$ cat src/rtl/reg_file_sb_if.sv
// rtl/reg_file_sb_if.sv - issue/read/writeback bundle for the scoreboarded register file
interface reg_file_sb_if #(
  parameter int DATA_W   = 16,
  parameter int NUM_REGS = 8,
  parameter int ADDR_W   = 3
);
  logic [ADDR_W-1:0]   rs1;
  logic [ADDR_W-1:0]   rs2;
  logic                use_rs1;
  logic                use_rs2;
  logic [DATA_W-1:0]   read_data1;
  logic [DATA_W-1:0]   read_data2;
  logic                iss_valid;
  logic                iss_wr;
  logic [ADDR_W-1:0]   iss_rd;
  logic                iss_accept;
  logic                hazard;
  logic                wb_en;
  logic [ADDR_W-1:0]   wb_rd;
  logic [DATA_W-1:0]   wb_data;
  logic [NUM_REGS-1:0] busy_vec;
  logic [ADDR_W:0]     busy_cnt;

  modport slave (
    input  rs1, rs2, use_rs1, use_rs2, iss_valid, iss_wr, iss_rd,
    input  wb_en, wb_rd, wb_data,
    output read_data1, read_data2, iss_accept, hazard, busy_vec, busy_cnt
  );

  modport master (
    output rs1, rs2, use_rs1, use_rs2, iss_valid, iss_wr, iss_rd,
    output wb_en, wb_rd, wb_data,
    input  read_data1, read_data2, iss_accept, hazard, busy_vec, busy_cnt
  );
endinterface

$ cat src/rtl/reg_file_sb.sv
// rtl/reg_file_sb.sv - register file with busy-bit scoreboard; REG_FILE_SB_BYPASS_EN enables writeback forwarding
module reg_file_sb #(
  parameter int DATA_W   = 16,
  parameter int NUM_REGS = 8,
  parameter int ADDR_W   = 3,
  parameter int ZERO_REG = 1
) (
  input  logic          clk,
  input  logic          rst_n,
  reg_file_sb_if.slave  bus
);

  localparam logic ZR = (ZERO_REG != 0);

  logic [DATA_W-1:0]   regs_q [NUM_REGS];
  logic [NUM_REGS-1:0] busy_q, busy_d;
  logic [ADDR_W:0]     cnt_q, cnt_d;

  logic [NUM_REGS-1:0] busy_eff;
  logic [NUM_REGS-1:0] busy_haz;
  logic [NUM_REGS-1:0] wb_clr;
  logic [NUM_REGS-1:0] set_req;
  logic [DATA_W-1:0]   rd1, rd2;
  logic                hazard;
  logic                accept;
  logic                wb_ok;
  logic                set_ok;

  // Busy view used for stalls; R0 never reports busy when it is hardwired.
  always_comb begin
    busy_eff = busy_q;
    if (ZR) busy_eff[0] = 1'b0;
    wb_clr = '0;
    if (bus.wb_en) wb_clr[bus.wb_rd] = 1'b1;
    set_req = '0;
    if (bus.iss_valid && bus.iss_wr) set_req[bus.iss_rd] = 1'b1;
`ifdef REG_FILE_SB_BYPASS_EN
    // A register retiring this cycle no longer blocks, unless it is re-claimed now.
    busy_haz = busy_eff & ~(wb_clr & ~set_req);
`else
    busy_haz = busy_eff;
`endif
  end

  // RAW on both sources plus WAW on the destination.
  always_comb begin
    hazard = (bus.use_rs1 & busy_haz[bus.rs1]) |
             (bus.use_rs2 & busy_haz[bus.rs2]) |
             (bus.iss_wr  & busy_haz[bus.iss_rd]);
    accept = bus.iss_valid & ~hazard;
  end

  // Combinational read ports, optionally forwarding the in-flight writeback.
  always_comb begin
    rd1 = regs_q[bus.rs1];
    rd2 = regs_q[bus.rs2];
    if (ZR && (bus.rs1 == '0)) rd1 = '0;
    if (ZR && (bus.rs2 == '0)) rd2 = '0;
`ifdef REG_FILE_SB_BYPASS_EN
    if (bus.wb_en && (bus.wb_rd == bus.rs1) && !(ZR && (bus.rs1 == '0))) rd1 = bus.wb_data;
    if (bus.wb_en && (bus.wb_rd == bus.rs2) && !(ZR && (bus.rs2 == '0))) rd2 = bus.wb_data;
`endif
  end

  // Next scoreboard state: clear on writeback first so a same-index set wins.
  always_comb begin
    wb_ok  = bus.wb_en & ~(ZR & (bus.wb_rd == '0));
    set_ok = accept & bus.iss_wr & ~(ZR & (bus.iss_rd == '0));
    busy_d = busy_q;
    if (bus.wb_en) busy_d[bus.wb_rd] = 1'b0;
    if (set_ok)    busy_d[bus.iss_rd] = 1'b1;
    if (ZR)        busy_d[0] = 1'b0;
    cnt_d = '0;
    for (int i = 0; i < NUM_REGS; i++) cnt_d = cnt_d + {{ADDR_W{1'b0}}, busy_d[i]};
  end

  // Register array writeback.
  always_ff @(posedge clk or negedge rst_n) begin
    if (!rst_n) begin
      for (int i = 0; i < NUM_REGS; i++) regs_q[i] <= '0;
    end else if (wb_ok) begin
      regs_q[bus.wb_rd] <= bus.wb_data;
    end
  end

  // Scoreboard bits and their population count, updated together.
  always_ff @(posedge clk or negedge rst_n) begin
    if (!rst_n) begin
      busy_q <= '0;
      cnt_q  <= '0;
    end else begin
      busy_q <= busy_d;
      cnt_q  <= cnt_d;
    end
  end

  assign bus.read_data1 = rd1;
  assign bus.read_data2 = rd2;
  assign bus.hazard     = hazard;
  assign bus.iss_accept = accept;
  assign bus.busy_vec   = busy_q;
  assign bus.busy_cnt   = cnt_q;

endmodule

$ cat src/flat_wrapper.sv
// flat-port wrapper written by rule: the top's interface ports become plain ports
module reg_file_sb_flat 
#(
  parameter int DATA_W   = 16,
  parameter int NUM_REGS = 8,
  parameter int ADDR_W   = 3,
  parameter int ZERO_REG = 1
)
  (clk, rst_n, bus_rs1, bus_rs2, bus_use_rs1, bus_use_rs2, bus_iss_valid, bus_iss_wr, bus_iss_rd, bus_wb_en, bus_wb_rd, bus_wb_data, bus_read_data1, bus_read_data2, bus_iss_accept, bus_hazard, bus_busy_vec, bus_busy_cnt);
  reg_file_sb_if #(.DATA_W(DATA_W), .NUM_REGS(NUM_REGS), .ADDR_W(ADDR_W)) bus_i ();
  input  logic clk;
  input  logic rst_n;
  input wire logic [$bits(bus_i.rs1)-1:0] bus_rs1;
  input wire logic [$bits(bus_i.rs2)-1:0] bus_rs2;
  input wire logic [$bits(bus_i.use_rs1)-1:0] bus_use_rs1;
  input wire logic [$bits(bus_i.use_rs2)-1:0] bus_use_rs2;
  input wire logic [$bits(bus_i.iss_valid)-1:0] bus_iss_valid;
  input wire logic [$bits(bus_i.iss_wr)-1:0] bus_iss_wr;
  input wire logic [$bits(bus_i.iss_rd)-1:0] bus_iss_rd;
  input wire logic [$bits(bus_i.wb_en)-1:0] bus_wb_en;
  input wire logic [$bits(bus_i.wb_rd)-1:0] bus_wb_rd;
  input wire logic [$bits(bus_i.wb_data)-1:0] bus_wb_data;
  output wire logic [$bits(bus_i.read_data1)-1:0] bus_read_data1;
  output wire logic [$bits(bus_i.read_data2)-1:0] bus_read_data2;
  output wire logic [$bits(bus_i.iss_accept)-1:0] bus_iss_accept;
  output wire logic [$bits(bus_i.hazard)-1:0] bus_hazard;
  output wire logic [$bits(bus_i.busy_vec)-1:0] bus_busy_vec;
  output wire logic [$bits(bus_i.busy_cnt)-1:0] bus_busy_cnt;
  assign bus_i.rs1 = bus_rs1;
  assign bus_i.rs2 = bus_rs2;
  assign bus_i.use_rs1 = bus_use_rs1;
  assign bus_i.use_rs2 = bus_use_rs2;
  assign bus_i.iss_valid = bus_iss_valid;
  assign bus_i.iss_wr = bus_iss_wr;
  assign bus_i.iss_rd = bus_iss_rd;
  assign bus_i.wb_en = bus_wb_en;
  assign bus_i.wb_rd = bus_wb_rd;
  assign bus_i.wb_data = bus_wb_data;
  assign bus_read_data1 = bus_i.read_data1;
  assign bus_read_data2 = bus_i.read_data2;
  assign bus_iss_accept = bus_i.iss_accept;
  assign bus_hazard = bus_i.hazard;
  assign bus_busy_vec = bus_i.busy_vec;
  assign bus_busy_cnt = bus_i.busy_cnt;
  reg_file_sb #(.DATA_W(DATA_W), .NUM_REGS(NUM_REGS), .ADDR_W(ADDR_W), .ZERO_REG(ZERO_REG)) u_core (.clk(clk), .rst_n(rst_n), .bus(bus_i));
endmodule
$ cat config.mk
export PLATFORM = sky130hd
export DESIGN_NAME = reg_file_sb_flat
export DESIGN_NICKNAME = d
export VERILOG_FILES = /design/src/rtl/reg_file_sb_if.sv /design/src/rtl/reg_file_sb.sv /design/src/flat_wrapper.sv
export SDC_FILE = /design/constraint.sdc
export NUM_CORES = 1
export LEC_CHECK = 0
export ABC_CLOCK_PERIOD_IN_PS = 3440
export BUFFER_PORTS_ARGS = -buffer_cell sky130_fd_sc_hd__buf_2
export CORE_MARGIN = 3
export CORE_UTILIZATION = 50
export DETAILED_ROUTE_END_ITERATION = 7
export GPL_TIMING_DRIVEN = 0
export PLACE_DENSITY = 0.73
export SYNTH_ARGS = -nofsm -noshare
export SYNTH_HDL_FRONTEND = slang
export SYNTH_SLANG_ARGS = --single-unit
$ cat constraint.sdc
create_clock -name clk -period 3.44 [get_ports clk]
set_input_delay 0.688 -clock clk [delete_from_list [all_inputs] [get_ports clk]]
set_output_delay 0.688 -clock clk [all_outputs]
set_load 0.02 [all_outputs]
==> metrics.yaml, run 1 <==
cts:
  tritoncts_num_sinks: 123
  root_buffer: "clkbuf_16"
  cts_buffer_depth: 2
  cts_inserted_buffers: 17
  cts_tree: "yes"
  insertion_delay_ns: 0.42
  hold_buffers: 0
  path_clk_slew_ns: 0.05
  cts.htree.levels: 4
timing:
  finalSetupViolCount: 2
  setup_tns_ns: -0.198
  tightest_slew_ns: 0.900
  rsz0062_at_grt: "true"
  finalClockSkew_ns: 0.00122
  fin_crit_ns: 3.59
  max_freq_mhz: 279
  whs_ns: 0.114
  relSlewSlack_pct: 40.0
  worst_slack_ns: -0.148
  drv_slew: 0
  timing.final.crit_share_pct: 104
  hold_viol_final: 0
min_path:
  hold_class: "in2async"
global_routing:
  grt_pass1_vias: 5254
  grt_max_degree: 103
  antenna_found_initial: 0
  track_usage_pct: 25.5
  grt_overflow_total: 0
  grt_pass1_wl_um: 28500
cells_and_area:
  drive_above_1_share_pct: 53.8
  fillers: 957
  area_growth_pct: 20.8
  seqCellArea_mm2: 0.00308
  fin_util_pct: 63.0
  antenna_cells: 0
  final_nets: 658
  multi_input_area_mm2: 0.00345
setup_path:
  cp.arrival_ns: 3.90
  r2r_cells: 14
  cp_slowest_cell: "fa_2"
  cp_common_cell: "inv_2"
  cp.required_ns: 3.75
  path_buf_inv: 6
  path_cells: "buf_8 > mux4_2 > o21ai_2 > o22a_2 > buf_6 > a22o_1 > ha_1 > inv_2 > fa_1 > fa_1 > inv_1 > ha_2 > inv_2 > fa_2 > inv_2"
  worstSetupPathType: "in2reg"
  startpoint_type: "input port"
  critPathMaxFanout: 8
  rr_endpoint: "u_core.bus.busy_cnt[1]"
  path_depth: 15
  cp-end-kind: "register"
  crit_end: "u_core.bus.busy_cnt[1]"
  path_delay_family: "adder cells"
  crit_start: "bus_rs2[0]"
  reg2reg_from: "u_core.bus.busy_vec[7]"
  critical-path-max-stage-delay_ns: 0.52
  r2r_slack_ns: -0.14
routing:
  finalWirelength_um: 18300
  dr.pass1.iters: 5
  antenna_left: 0
  drc: 0
  vias: 5035
  wire_per_inst_um: 22.8
  vias_per_cell: 6.29
  drtIter0Drc: 431
synthesis:
  synthTopCellsByArea: "dfrtp_1, mux2_2, mux4_2"
  yosysWarnings: 0
  synthCells: 508
  yosysSeqAreaShare_pct: 45.8
  synth-seq-cells: 123
  syn_area_per_cell_um2: 13.2
  synth_area_mm2: 0.00672
  synth_cell_type_count: 38
  yosysTopAreaCellShare_pct: 45.8
  yosys.area.top_type: "dfrtp_1"
  synth_nets: 550
die:
  die_w_um: 122
  start_util_pct: 52.2
  core_mm2: 0.0129
  dieArea_mm2: 0.0149
  ios: 81
  rows: 41
  die_h_um: 122
pwr:
  ir_worst_vdd_mv: 0.353
  p_per_area_mw_per_mm2: 633
  leakagePower_nw: 3.55
placed_design:
  gp_congestion: 0.827
  hpwlAfterDp_um: 11700
  io_buffers: 73
job:
  max_cap_viol_count: 0
status:
  violations: "setup timing"
  status: "finished, violations left"
-- final cells by class --
class                   instances  area share [%]
repair buffers                 89            6.31
flip-flops and latches        123            37.9
clock inverters                 7           0.771
plain buffers                  38            2.85
inverters                      14           0.709
well taps                     172            2.65
clock buffers                  24            6.31
multi-input cells             333            42.5
-- kinds of logic after synthesis --
group / count (synthesis) / synth area share, %
adder cells (fa/ha/maj): 7 / 1.64
AO/OA/AOI/OAI: 53 / 6.67
XOR/XNOR: 1 / 0.130
other: 1 / 0.0558
flip-flops: 123 / 45.8
buffers and inverters: 52 / 3.43
AND/OR/NAND/NOR: 87 / 5.61
multiplexers: 184 / 36.6
-- Yosys cell counts --
| cell type | n |
|---|---|
| a32o_1 | 4 |
| a21oi_1 | 2 |
| clkinv_1 | 1 |
| clkbuf_1 | 15 |
| a211oi_1 | 1 |
| nand2_1 | 4 |
| conb_1 | 1 |
| nor3_1 | 2 |
| ha_1 | 4 |
| o211a_1 | 1 |
| o21ai_1 | 2 |
| nor4_1 | 1 |
| inv_1 | 13 |
| a32oi_1 | 2 |
| nor2_1 | 63 |
| nor2b_1 | 6 |
| fa_1 | 3 |
| buf_2 | 15 |
| nor3_2 | 1 |
| and2_1 | 3 |
| nand3_1 | 3 |
| a22oi_1 | 2 |
| buf_1 | 3 |
| a22o_1 | 3 |
| xnor2_1 | 1 |
| dfrtp_1 | 123 |
| nand4b_1 | 1 |
| mux4_2 | 35 |
| and3_1 | 2 |
| a21o_1 | 1 |
| a221oi_1 | 33 |
| o21ai_0 | 1 |
| o22a_2 | 1 |
| mux2i_1 | 4 |
| clkbuf_2 | 1 |
| mux2_2 | 145 |
| buf_4 | 4 |
| nand4_1 | 1 |
-- cells in the final DEF (no fill, tap or decap), types with 6 or more instances in the layout --
cell type / instances
inv_1: 9
clkinv_2: 6
buf_2: 81
a221oi_1: 32
dfrtp_1: 122
mux4_2: 35
clkbuf_16: 17
buf_4: 20
clkbuf_8: 6
clkbuf_1: 14
mux2_2: 145
nor2_1: 63
-- worst min path at each step --
stage                                        end  cells past startpoint  slack (ns)
after global routing           u_core.regs_q[33]                      1        0.12
after global placement         u_core.regs_q[37]                      1        0.50
after detailed placement       u_core.regs_q[72]                      1        0.51
after floorplan           u_core.bus.busy_cnt[0]                      0        0.39
after CTS                       u_core.regs_q[0]                      1        0.11
final                          u_core.regs_q[17]                      1        0.11
-- state kept, by name, summed over array words and instances (netlist names) --
register,cells
u_core.regs_q,112
u_core.bus.busy_vec,7
u_core.bus.busy_cnt,4
-- stage by stage --
step	area (µm²)	total power [W]	cells	setup WS, ns
2_1_floorplan	6750	0.00293	508	-0.428
5_1_grt	8120	0.00536	800	-0.220
4_1_cts	8070	0.00512	796	-0.138
3_5_place_dp	7370	0.00334	754	-0.954
3_3_place_gp	7330	0.00325	753	-0.911
6_report	8120	0.00514	800	-0.148
-- report_power, final --
part	total (W)	internal, W	switching, W
Sequential	0.00203	0.00178	0.000250
Clock	0.00173	0.00110	0.000635
Combinational	0.00138	0.000732	0.000646
-- per-layer routing --
layer / wire length (µm) / vias to the layer above / track usage [%] / share of wire, %
li1: - / 2135 / - / -
met1: 7480 / 2641 / 32.6 / 41
met2: 9100 / 209 / 41.5 / 50
met3: 1150 / 50 / 5.80 / 6.3
met4: 533 / 0 / 11.8 / 2.9
met5: 0 / - / 0 / 0
-- repair_timing --
action                                  CTS  global route
pin swaps                                 5             5
setup buffers                            11             4
resized for setup                        16             8
endpoints found under the setup margin    4             3
(Power assumes the default switching activity.)
==> inputs of run 2 (changes only) <==
--- a/config.mk
+++ b/config.mk
@@ -7,11 +7,12 @@
 export LEC_CHECK = 0
 export ABC_CLOCK_PERIOD_IN_PS = 3440
 export BUFFER_PORTS_ARGS = -buffer_cell sky130_fd_sc_hd__buf_2
-export CORE_MARGIN = 3
+export CORE_MARGIN = 10
 export CORE_UTILIZATION = 50
 export DETAILED_ROUTE_END_ITERATION = 7
 export GPL_TIMING_DRIVEN = 0
 export PLACE_DENSITY = 0.73
+export REMOVE_ABC_BUFFERS = 1
 export SYNTH_ARGS = -nofsm -noshare
 export SYNTH_HDL_FRONTEND = slang
 export SYNTH_SLANG_ARGS = --single-unit
==> metrics.yaml, run 2 (synthesis results as in run 1) <==
routing:
  dr.pass1.iters: 6
  vias: 4905
  wire_per_inst_um: 24.9
  drtIter0Drc: 426
  antenna_left: 0
  finalWirelength_um: 19500
  vias_per_cell: 6.27
  drc: 0
timing:
  worst_slack_ns: -0.0469
  finalClockSkew_ns: 0.00459
  drv_slew: 0
  fin_crit_ns: 3.49
  setup_tns_ns: -0.0925
  relSlewSlack_pct: 22.9
  timing.final.crit_share_pct: 101
  rsz0062_at_grt: "true"
  max_freq_mhz: 287
  tightest_slew_ns: 1.16
  finalSetupViolCount: 2
  hold_viol_final: 0
pwr:
  leakagePower_nw: 3.62
  ir_worst_vdd_mv: 0.414
  p_per_area_mw_per_mm2: 633
  power_w: 0.00525
status:
  violations: "setup timing"
  status: "finished, violations left"
setup_path:
  cp.arrival_ns: 3.78
  worstSetupPathType: "in2reg"
  r2r_slack_ns: -0.04
  reg2reg_from: "u_core.bus.busy_vec[3]"
  rr_endpoint: "u_core.bus.busy_cnt[2]"
  r2r_cells: 13
  cp.required_ns: 3.73
  startpoint_type: "input port"
  critPathMaxFanout: 18
  cp-end-kind: "register"
global_routing:
  antenna_found_initial: 1
  grt_pass1_wl_um: 29800
  grt_overflow_total: 0
  grt_pass1_vias: 5237
  grt_max_degree: 106
  track_usage_pct: 21.0
cells_and_area:
  final_nets: 635
  largest_register: "u_core.regs_q"
  layout_commonest_cell: "mux2_2"
  drive_above_1_share_pct: 55.0
  largest_register_ffs: 112
  layout_common_cells: "mux2_2, dfrtp_1, buf_2"
  fillers: 1001
  area_growth_pct: 23.5
  final_cells: 782
cts:
  hold_buffers: 0
  path_clk_slew_ns: 0.06
  cts_tree: "yes"
  cts.htree.levels: 4
  cts_buffer_depth: 2
  root_buffer: "clkbuf_16"
  insertion_delay_ns: 0.41
  cts_inserted_buffers: 17
  tritoncts_num_sinks: 123
die:
  rows: 42
  die_w_um: 136
  dieArea_mm2: 0.0185
  core_mm2: 0.0132
  die_h_um: 136
  start_util_pct: 50.9
  ios: 81
placed_design:
  hpwlAfterDp_um: 10500
  pre_cts_slack_ns: -2.00
  io_buffers: 79
  gp_congestion: 0.820
  place_inst: 728
min_path:
  hold_class: "in2async"
job:
  max_cap_viol_count: 0
run 2: cell type report:
cell class	count	area, µm²	area share, %
Timing Repair Buffer	104	832	10.0
Antenna cell	1	2.50	0.0302
Sequential cell	123	3080	37.2
Clock buffer	24	492	5.93
Inverter	14	61.3	0.739
Tap cell	176	220	2.65
Clock inverter	7	113	1.36
Multi-Input combinational cell	333	3490	42.1
run 2: through the flow:
step / hold WS (ns) / area, µm² / util, %
after floorplan: 0.392 / 6540 / -
after global placement: 0.499 / 7150 / 54.2
after detailed placement: 0.512 / 7230 / 54.8
after CTS: 0.113 / 8270 / 62.7
after global routing: 0.111 / 8290 / 62.9
final: 0.108 / 8290 / 62.9
run 2: repair_timing:
| item | in CTS | in global routing |
|---|---|---|
| resized for setup | 40 | 4 |
| pin swaps | 4 | 2 |
| cloned | 4 | 0 |
| setup endpoints to repair | 30 | 2 |
| setup buffers | 17 | 1 |
run 2: power breakdown:
| group | leakage, nW | internal (W) | switching, W | total (W) |
|---|---|---|---|---|
| sequential | 1.48 | 0.00178 | 0.000251 | 0.00203 |
| combinational | 1.84 | 0.000746 | 0.000639 | 0.00139 |
| clock | 0.296 | 0.00121 | 0.000627 | 0.00184 |
run 2: how the worst max path moves through the flow:
stage	start	endpoint
floorplan	bus_rs2[0]	u_core.bus.busy_cnt[2]
global placement	bus_rs2[0]	u_core.bus.busy_cnt[2]
detailed placement	bus_rs1[1]	u_core.bus.busy_cnt[2]
CTS	bus_rs2[0]	u_core.bus.busy_cnt[2]
global route	u_core.bus.busy_vec[5]	u_core.bus.busy_cnt[2]
finish	bus_rs1[1]	u_core.bus.busy_cnt[2]
run 2: worst max-delay path: stages:
cell and delay (ns):
buf_16 0.15, mux2_2 0.36, a221oi_2 0.23, o22a_2 0.21, a32o_2 0.21, ha_4 0.21
inv_2 0.05, fa_1 0.42, fa_1 0.45, inv_1 0.07, ha_2 0.18, inv_2 0.04
fa_1 0.37, xnor2_1 0.14
run 2: per-layer routing:
metal,vias to the layer above,GRT usage (%),wire (µm)
met4,0,4.91,327
met5,-,0,0
li1,2102,-,-
met2,235,35.9,9800
met3,37,5.68,1450
met1,2531,26.1,7930
